==> src/rtl/riscv_types.sv <==
// Shared types and constants for the FP multiply round/pack stage.
package riscv_types;

  localparam int unsigned RD_W = 5;

  typedef struct packed {
    logic [RD_W-1:0] rd;
    logic            reg_write;
    logic            FP_reg_write;
    logic [15:0]     tag;
  } exe_p_mux_bus_type;

  typedef enum logic [2:0] {
    RM_RNE = 3'b000,
    RM_RTZ = 3'b001,
    RM_RDN = 3'b010,
    RM_RUP = 3'b011,
    RM_RMM = 3'b100
  } fp_rm_e;

  localparam logic [31:0] FP_CANON_NAN  = 32'h7FC0_0000;
  localparam logic [31:0] FP_MAX_FINITE = 32'h7F7F_FFFF;
  localparam logic [31:0] FP_POS_INF    = 32'h7F80_0000;

  typedef struct packed {
    logic              valid;
    logic              sign;
    logic [7:0]        expo;
    logic [22:0]       frac;
    logic              incr;
    logic [2:0]        rm;
    logic              nan;
    logic              inf;
    logic              zero;
`ifdef FPU_FFLAGS_EN
    logic              nv;
    logic              nx;
    logic              tiny;
`endif
    exe_p_mux_bus_type pipe;
  } fp_s1_t;

  // Overflow saturates to infinity or max-finite depending on the rounding direction.
  function automatic logic [31:0] fp_ovf_result(input logic sign, input logic [2:0] rm);
    logic [31:0] r;
    case (fp_rm_e'(rm))
      RM_RTZ:  r = {sign, FP_MAX_FINITE[30:0]};
      RM_RDN:  r = sign ? {1'b1, FP_POS_INF[30:0]} : {1'b0, FP_MAX_FINITE[30:0]};
      RM_RUP:  r = sign ? {1'b1, FP_MAX_FINITE[30:0]} : {1'b0, FP_POS_INF[30:0]};
      default: r = {sign, FP_POS_INF[30:0]};
    endcase
    return r;
  endfunction

endpackage

==> src/rtl/fp_round_incr.sv <==
// Rounding-increment decision from sign, LSB, guard, round and sticky bits.
module fp_round_incr
  import riscv_types::*;
(
  input  logic       sign_i,
  input  logic       lsb_i,
  input  logic       g_i,
  input  logic       r_i,
  input  logic       s_i,
  input  logic [2:0] rm_i,
  output logic       incr_o,
  output logic       inexact_o
);

  always_comb begin
    inexact_o = g_i | r_i | s_i;
    case (fp_rm_e'(rm_i))
      RM_RTZ:  incr_o = 1'b0;
      RM_RDN:  incr_o = sign_i & (g_i | r_i | s_i);
      RM_RUP:  incr_o = ~sign_i & (g_i | r_i | s_i);
      RM_RMM:  incr_o = g_i;
      default: incr_o = g_i & (r_i | s_i | lsb_i);
    endcase
  end

endmodule

==> src/rtl/fpmul_round_pack.sv <==
// Two-stage round-and-pack for FP multiply results.
// Define FPU_FFLAGS_EN to generate fflags_o; otherwise it is tied to 0.
module fpmul_round_pack
  import riscv_types::*;
#(
  parameter int unsigned addr_width = 5,
  parameter int unsigned num_rds    = 2
) (
  input  logic                                clk,
  input  logic                                rst_n,
  input  logic                                en,
  input  logic [num_rds-1:0]                  clear,
  input  logic                                P_signal,
  output logic                                P_O_signal,
  input  logic                                sign_i,
  input  logic [7:0]                          exp_i,
  input  logic [46:0]                         mant_i,
  input  logic                                is_NaN_i,
  input  logic                                is_inf_i,
  input  logic                                is_zero_i,
  input  logic                                nv_i,
  input  logic [2:0]                          rm,
  input  exe_p_mux_bus_type                   pipe_signals_i,
  output exe_p_mux_bus_type                   pipe_signals_o,
  output logic [31:0]                         result_o,
  output logic [4:0]                          fflags_o,
  output logic [num_rds-1:0][addr_width-1:0]  uu_rd,
  output logic [num_rds-1:0]                  uu_reg_write,
  output logic [num_rds-1:0]                  uu_FP_reg_write
);

  fp_s1_t s1_d, s1_q;
  logic   incr, inexact;

  fp_round_incr u_round_incr (
    .sign_i    (sign_i),
    .lsb_i     (mant_i[24]),
    .g_i       (mant_i[23]),
    .r_i       (mant_i[22]),
    .s_i       (|mant_i[21:0]),
    .rm_i      (rm),
    .incr_o    (incr),
    .inexact_o (inexact)
  );

`ifndef FPU_FFLAGS_EN
  logic inexact_unused;
  assign inexact_unused = inexact;
`endif

  always_comb begin
    s1_d = s1_q;
    if (en) begin
      s1_d.valid = P_signal;
      s1_d.sign  = sign_i;
      s1_d.expo  = exp_i;
      s1_d.frac  = mant_i[46:24];
      s1_d.incr  = incr;
      s1_d.rm    = rm;
      s1_d.nan   = is_NaN_i;
      s1_d.inf   = is_inf_i;
      s1_d.zero  = is_zero_i;
`ifdef FPU_FFLAGS_EN
      s1_d.nv    = nv_i;
      s1_d.nx    = inexact;
      s1_d.tiny  = (exp_i == 8'h00);
`endif
      s1_d.pipe  = pipe_signals_i;
    end
    if (clear[1]) s1_d = '0;
  end

  // {exp,frac} is monotone as an integer, so one add handles both fraction carry and subnormal promotion.
  logic [30:0]       sum;
  logic              ovf;
  logic              valid_d, valid_q;
  logic [31:0]       result_d, result_q;
  exe_p_mux_bus_type pipe2_d, pipe2_q;

  always_comb begin
    sum      = {s1_q.expo, s1_q.frac} + {30'b0, s1_q.incr};
    ovf      = (s1_q.expo == 8'hFF) || (sum[30:23] == 8'hFF);
    valid_d  = valid_q;
    result_d = result_q;
    pipe2_d  = pipe2_q;
    if (en) begin
      valid_d = s1_q.valid;
      pipe2_d = s1_q.pipe;
      if (s1_q.nan)       result_d = FP_CANON_NAN;
      else if (s1_q.inf)  result_d = {s1_q.sign, FP_POS_INF[30:0]};
      else if (s1_q.zero) result_d = {s1_q.sign, 31'b0};
      else if (ovf)       result_d = fp_ovf_result(s1_q.sign, s1_q.rm);
      else                result_d = {s1_q.sign, sum};
    end
    if (clear[0]) begin
      valid_d  = 1'b0;
      result_d = '0;
      pipe2_d  = '0;
    end
  end

  always_ff @(posedge clk or negedge rst_n) begin
    if (!rst_n) begin
      s1_q     <= '0;
      valid_q  <= 1'b0;
      result_q <= '0;
      pipe2_q  <= '0;
    end else begin
      s1_q     <= s1_d;
      valid_q  <= valid_d;
      result_q <= result_d;
      pipe2_q  <= pipe2_d;
    end
  end

`ifdef FPU_FFLAGS_EN
  logic [4:0] fflags_d, fflags_q;

  always_comb begin
    fflags_d = fflags_q;
    if (en) begin
      if (!s1_q.valid)                 fflags_d = '0;
      else if (s1_q.nan)               fflags_d = {s1_q.nv, 4'b0000};
      else if (s1_q.inf || s1_q.zero)  fflags_d = '0;
      else if (ovf)                    fflags_d = 5'b00101;
      else                             fflags_d = {3'b000, s1_q.nx & s1_q.tiny, s1_q.nx};
    end
    if (clear[0]) fflags_d = '0;
  end

  always_ff @(posedge clk or negedge rst_n) begin
    if (!rst_n) fflags_q <= '0;
    else        fflags_q <= fflags_d;
  end

  assign fflags_o = fflags_q;
`else
  assign fflags_o = '0;
`endif

  assign P_O_signal         = valid_q;
  assign result_o           = result_q;
  assign pipe_signals_o     = pipe2_q;
  assign uu_rd[1]           = addr_width'(s1_q.pipe.rd);
  assign uu_rd[0]           = addr_width'(pipe2_q.rd);
  assign uu_reg_write[1]    = s1_q.pipe.reg_write;
  assign uu_reg_write[0]    = pipe2_q.reg_write;
  assign uu_FP_reg_write[1] = s1_q.pipe.FP_reg_write;
  assign uu_FP_reg_write[0] = pipe2_q.FP_reg_write;

endmodule

==> config.mk <==
export PLATFORM = sky130hd
export DESIGN_NAME = fpmul_round_pack
export DESIGN_NICKNAME = d
export VERILOG_FILES = /design/src/rtl/riscv_types.sv /design/src/rtl/fp_round_incr.sv /design/src/rtl/fpmul_round_pack.sv
export SDC_FILE = /design/constraint.sdc
export NUM_CORES = 1
export LEC_CHECK = 0
export CAP_MARGIN = 30
export CORE_UTILIZATION = 43
export DETAILED_ROUTE_END_ITERATION = 16
export GPL_TIMING_DRIVEN = 0
export PLACE_DENSITY = 0.74
export SLEW_MARGIN = 20
export SYNTH_ARGS = -nofsm -noshare
export SYNTH_HDL_FRONTEND = slang
export SYNTH_SLANG_ARGS = --single-unit
==> constraint.sdc <==
create_clock -name clk -period 2.4 [get_ports clk]
set_input_delay 0.48 -clock clk [delete_from_list [all_inputs] [get_ports clk]]
set_output_delay 0.48 -clock clk [all_outputs]
set_load 0.1 [all_outputs]
==> results.json, run 1 <==
{
  "grt_pass1_vias": 5001,
  "max-clock-path-buffers": 2,
  "wl_um": 15600,
  "powerDensity_mw_per_mm2": 657,
  "antenna_found_initial": 0,
  "max_slew_margin": 0.319,
  "synth_top_family_by_area": "simple AND/OR/NAND/NOR gates",
  "grt_max_degree": 74,
  "cp_max_fo": 6,
  "drc": 0,
  "final_nets": 833,
  "crit_path_end_kind": "flip-flop",
  "dr.pass1.iters": 5,
  "start_util": 0.447,
  "crit_family": "compound AO/OA/AOI/OAI gates",
  "rows": 41,
  "vdd_drop_max_mv": 0.350,
  "slowest_delay_ns": 0.47,
  "run_status": "finished with violations",
  "dieArea_mm2": 0.0138,
  "leakagePower_nw": 4.51,
  "grt_setup_unrepaired": "true",
  "syn2layout_area_growth_pct": 49.3,
  "track_usage": 0.229,
  "vias_per_cell": 5.28,
  "numCtsBuffers": 17,
  "clock_skew_ns": 0.00777,
  "fin_cells": 924,
  "setup_ws_ns": -0.102,
  "hold_ws_ns": -0.00781,
  "worst_slew_pin_slew_ns": 1.03,
  "synth-seq-area-share": 0.519,
  "grt_pass1_wl_um": 25200,
  "crit_slowest_cell": "a2111o_1",
  "layout_common_cells": "dfrtp_1, nor2_1, clkdlybuf4s50_1, mux2i_1, nand2_1",
  "drtIter0Drc": 244,
  "cts-root-buf": "clkbuf_16",
  "cts_tree": "built",
  "layout_commonest_cell": "dfrtp_1",
  "failed_checks": "hold timing, setup timing",
  "synth-main-ff-cell": "dfrtp_1",
  "synth_area_per_cell_um2": 10.6,
  "place_area_mm2": 0.00758,
  "ys_types": 45,
  "worstReg2RegStart": "s1_q[29]$_DFFE_PN0P_",
  "ff2ff_path_depth": 11,
  "htreeDepth": 4,
  "core_mm2": 0.0128,
  "ys_ff_latch": 119,
  "ys_warn_count": 0,
  "io_pins": 167,
  "crit_buf_inv": 3,
  "maxCapViolCount": 0,
  "arrival_ns": 2.80,
  "synth-adder-area-share": 0.00436,
  "crit_chain": "ha_4, ha_4, nand3_4, nand4bb_1, buf_6, nor4_4, o22ai_2, a2111o_1, buf_12, buf_6, o311ai_1",
  "fin_tns_setup_ns": -1.74,
  "fin_area_mm2": 0.00856,
  "syn-cell-area_mm2": 0.00574,
  "cts_sinks": 119,
  "finalHoldViolCount": 5,
  "n_antenna_cell": 0,
  "setup_viol": 21,
  "io_buffers": 158,
  "synth_simple_gate_area_share": 0.161,
  "hpwlAfterDp_um": 10900,
  "detail_route.wl_per_cell_um": 16.9,
  "ant_nets": 0,
  "path_class": "flip-flop to flip-flop",
  "worstSetupStartpointType": "flip-flop",
  "die_w_um": 118,
  "critPathRequiredTime_ns": 2.70,
  "syn_inst": 542,
  "r2r_slack_ns": -0.10,
  "synth_edf_count": 0,
  "gr-total-overflow": 0,
  "synth_mux_area_frac": 0.150,
  "synth-xor-area-share": 0.0427,
  "async_reset_ff_frac": 1.00,
  "fmax_mhz": 400,
  "insertion_delay_ns": 0.41,
  "dpl.cell_count": 877,
  "synth-compound-area-share": 0.0728,
  "min_period_over_period": 1.04,
  "dieHeight_um": 118,
  "clkTransAtPathRegs_ns": 0.06,
  "r2r-end": "result_o[16]$_DFFE_PN0P_",
  "slew_violations": 0,
  "gp_congestion": 0.922,
  "drive_gt1_frac": 0.132,
  "fin_crit_ns": 2.50,
  "min_path_type": "primary input to asynchronous set/reset pin",
  "via_count": 4878
}
## worst max path at each step
stage | from | end | slack, ns | cells after the start
floorplan | s1_q[29]$_DFFE_PN0P_ | result_o[13]$_DFFE_PN0P_ | 0.14 | 10
global placement | rst_n | result_o[10]$_DFFE_PN0P_ | -3.50 | 1
detailed placement | en | result_o[14]$_DFFE_PN0P_ | -0.49 | 8
CTS | pipe_signals_o[13]$_DFFE_PN0P_ | pipe_signals_o[13] | 0.001 | 1
global route | s1_q[29]$_DFFE_PN0P_ | result_o[16]$_DFFE_PN0P_ | -0.21 | 11
finish | s1_q[29]$_DFFE_PN0P_ | result_o[16]$_DFFE_PN0P_ | -0.10 | 11
## what timing repair did
item / in CTS / in global routing
setup buffers: 9 / 4
pin swaps: 7 / 7
hold buffers: 0 / 0
resized for setup: 64 / 49
setup endpoints to repair: 61 / 53
endpoints found under the hold margin: 0 / 0
gates cloned: 2 / 0
## kinds of logic (layout without fill, tap and decap cells)
kind of cell    Yosys count  in the layout
simple gates            199            199
flops                   119            119
mux                      86             86
buf+inv                  54            260
compound gates           53             53
xor+xnor                 28             28
fa+ha+maj                 2              2
other cells               1              5
## cell type report
cell class / count / area [um2]
Clock buffer: 19 / 453
Clock inverter: 13 / 124
Sequential cell: 119 / 2980
Multi-Input combinational cell: 373 / 2690
Tap cell: 172 / 215
Inverter: 3 / 11.3
Timing Repair Buffer: 174 / 1770
Buffer: 51 / 322
Fill cell: 986 / 4260
## per-stage QoR
step | utilization | power, mW | worst slack (ns)
2_1_floorplan | - | 2.85 | 0.136
3_3_place_gp | 0.589 | 3.21 | -3.50
4_1_cts | 0.651 | 5.65 | 0.00111
5_1_grt | 0.668 | 5.83 | -0.213
3_5_place_dp | 0.591 | 3.23 | -0.485
6_report | 0.668 | 5.63 | -0.102
## Yosys cell counts (all sizes together) (2+ instances only)
master    n  area, um2
nand3    10       50.1
buf      26        180
or4       2       15.0
and4      5       43.8
a31oi     2       12.5
mux2i    86        861
nand4    11       68.8
nand2b    5       31.3
or2       2       12.5
clkbuf   25       93.8
dfrtp   119       2980
xnor2    18        158
nor3      5       25.0
nor3b     2       15.0
o311ai   20        175
o211ai    2       15.0
a21oi    10       50.1
xor2     10       87.6
nor2    103        387
nor4      6       58.8
o21ai     4       23.8
inv       3       11.3
and3      6       37.5
a211o     6       52.6
nand2    38        143
ha        2       25.0
## where the power goes
part / leakage, nW / internal [mW] / switching [mW]
Sequential: 1.61 / 2.10 / 0.0909
Clock: 0.264 / 1.48 / 0.947
Combinational: 2.64 / 0.349 / 0.655
Total: 4.51 / 3.94 / 1.69
## state kept, by name, indices dropped and copies added (netlist names)
name / count
P_O_signal: 1
pipe_signals_o: 23
result_o: 32
s1_q: 56
uu_FP_reg_write: 1
uu_rd: 5
uu_reg_write: 1
## per-layer routing
layer,global-route usage,vias up,part of all wire
met2,0.385,192,0.51
met1,0.283,2391,0.41
met3,0.0736,12,0.074
li1,-,2283,-
met4,0.0673,0,0.0081
met5,0,-,0
No activity file was read; power rests on OpenSTA's default activity.
==> run 2, diff against run 1 <==
Settings changed: SKIP_CTS_REPAIR_TIMING from default to 1.
==> run 2 against run 1 <==
The flow still finishes with violations (hold timing, setup timing). Via count grew 0.70%. Die area is the same. Worst setup slack lost 0.042 ns. Count of clock-buffer cells in the layout is the same. Sequential share of layout area shrank 1.1 points. Register-to-register slack lost 0.04 ns. Sequential cell count is the same.
==> results.json, run 2 (same netlist as run 1, synthesis figures left out) <==
{
  "grt_pass1_vias": 4918,
  "fillers": 933,
  "cts_sinks": 119,
  "grt_pass1_wl_um": 24400,
  "io_pins": 167,
  "fin_tns_setup_ns": -2.37,
  "final_core_utilization": 0.690,
  "drc": 0,
  "layout_commonest_cell": "dfrtp_1",
  "ant_nets": 0,
  "largest_register_ffs": 56,
  "fin_cells": 923,
  "hpwlAfterDp_um": 10900,
  "n_antenna_cell": 0,
  "drive_gt1_frac": 0.140,
  "max-clock-path-buffers": 2,
  "insertion_delay_ns": 0.41,
  "wl_um": 15800,
  "leakagePower_nw": 5.03,
  "dpl.cell_count": 877,
  "antenna_found_initial": 0,
  "detail_route.wl_per_cell_um": 17.2,
  "hold_ws_ns": -0.0114,
  "finalHoldViolCount": 6,
  "setup_ws_ns": -0.144,
  "crit_path_end_kind": "flip-flop",
  "critPathRequiredTime_ns": 2.65,
  "grt_setup_unrepaired": "true",
  "worstSetupStartpointType": "flip-flop",
  "run_status": "finished with violations",
  "fmax_mhz": 393,
  "min_period_over_period": 1.06,
  "powerDensity_mw_per_mm2": 639,
  "arrival_ns": 2.80,
  "die_w_um": 118,
  "rows": 41,
  "numCtsBuffers": 17,
  "syn2layout_area_growth_pct": 54.2,
  "slew_violations": 0,
  "min_path_type": "primary input to asynchronous set/reset pin",
  "fin_crit_ns": 2.54,
  "via_count": 4912,
  "core_mm2": 0.0128,
  "clkTransAtPathRegs_ns": 0.06,
  "start_util": 0.447,
  "cp-startpoint": "s1_q[30]$_DFFE_PN0P_",
  "failed_checks": "hold timing, setup timing",
  "cp_max_fo": 10,
  "regMostFlops": "s1_q",
  "layout_common_cells": "dfrtp_1, nor2_1, clkdlybuf4s50_1, mux2i_1, dlymetal6s2s_1",
  "vias_per_cell": 5.32,
  "track_usage": 0.222,
  "place_ws_ns": -0.485,
  "dr.pass1.iters": 4,
  "final_nets": 832,
  "vdd_drop_max_mv": 0.353,
  "dieHeight_um": 118,
  "dieArea_mm2": 0.0138,
  "worstReg2RegStart": "s1_q[30]$_DFFE_PN0P_",
  "path_class": "flip-flop to flip-flop",
  "io_buffers": 158,
  "gr-total-overflow": 0,
  "max_slew_margin": 0.310,
  "htreeDepth": 4,
  "cts-root-buf": "clkbuf_16",
  "maxCapViolCount": 0,
  "gp_congestion": 0.922,
  "drtIter0Drc": 245,
  "clock_skew_ns": 0.00744,
  "cts_tree": "built",
  "setup_viol": 22,
  "worst_slew_pin_slew_ns": 1.03,
  "grt_max_degree": 74
}
[run 2: worst max-delay path, stage by stage (launching register included)]
cell and delay, ns:
dfrtp_1 0.39, ha_4 0.17, ha_4 0.14, nand3_4 0.08
nand4bb_1 0.22, buf_6 0.16, nor4_4 0.30, o22ai_4 0.15
buf_6 0.14, o21ai_4 0.30, buf_12 0.21, o311ai_1 0.12
[run 2: path summary, 6_finish.rpt]
| kind | endpoint | slack (ns) | cells past startpoint |
|---|---|---|---|
| setup reg to reg | result_o[7]$_DFFE_PN0P_ | -0.14 | 11 |
| hold reg to reg | result_o[27]$_DFFE_PN0P_ | 0.49 | 1 |
| setup / recovery | result_o[7]$_DFFE_PN0P_ | -0.14 | 11 |
| hold / removal | s1_q[7]$_DFFE_PN0P_ | -0.01 | 1 |
| max in group asynchronous | s1_q[32]$_DFFE_PN0P_ | 1.67 | 2 |
| min in group clk | result_o[27]$_DFFE_PN0P_ | 0.49 | 1 |
[run 2: layout make-up]
type,instances,area [um2],share of cell area
Clock buffer,19,453,0.0512
Sequential cell,119,2980,0.337
Inverter,3,11.3,0.00127
Tap cell,172,215,0.0243
Timing Repair Buffer,173,1930,0.219
Buffer,51,325,0.0368
Multi-Input combinational cell,373,2810,0.317
Clock inverter,13,124,0.0140
[run 2: stage by stage]
stage	cell area [um2]	hold WS, ns	power (mW)
3_3_place_gp	7550	0.481	3.21
3_5_place_dp	7580	0.440	3.23
5_1_grt	8850	0.0123	5.86
4_1_cts	8150	0.00326	5.66
2_1_floorplan	5750	0.184	2.85
6_report	8850	-0.0114	5.65
[run 2: per-layer routing]
metal / vias to the layer above / share of wire / wire length, um / track usage
met4: 0 / 0.010 / 163 / 0.0697
li1: 2270 / - / - / -
met1: 2440 / 0.41 / 6510 / 0.274
met5: - / 0 / 0 / 0
met3: 14 / 0.075 / 1180 / 0.0736
met2: 188 / 0.50 / 7990 / 0.368
[run 2: report_power, final]
| part | internal [mW] | switching (mW) | total [mW] |
|---|---|---|---|
| Sequential | 2.10 | 0.0901 | 2.19 |
| Clock | 1.48 | 0.942 | 2.43 |
| Combinational | 0.369 | 0.665 | 1.03 |
| Total | 3.96 | 1.70 | 5.65 |
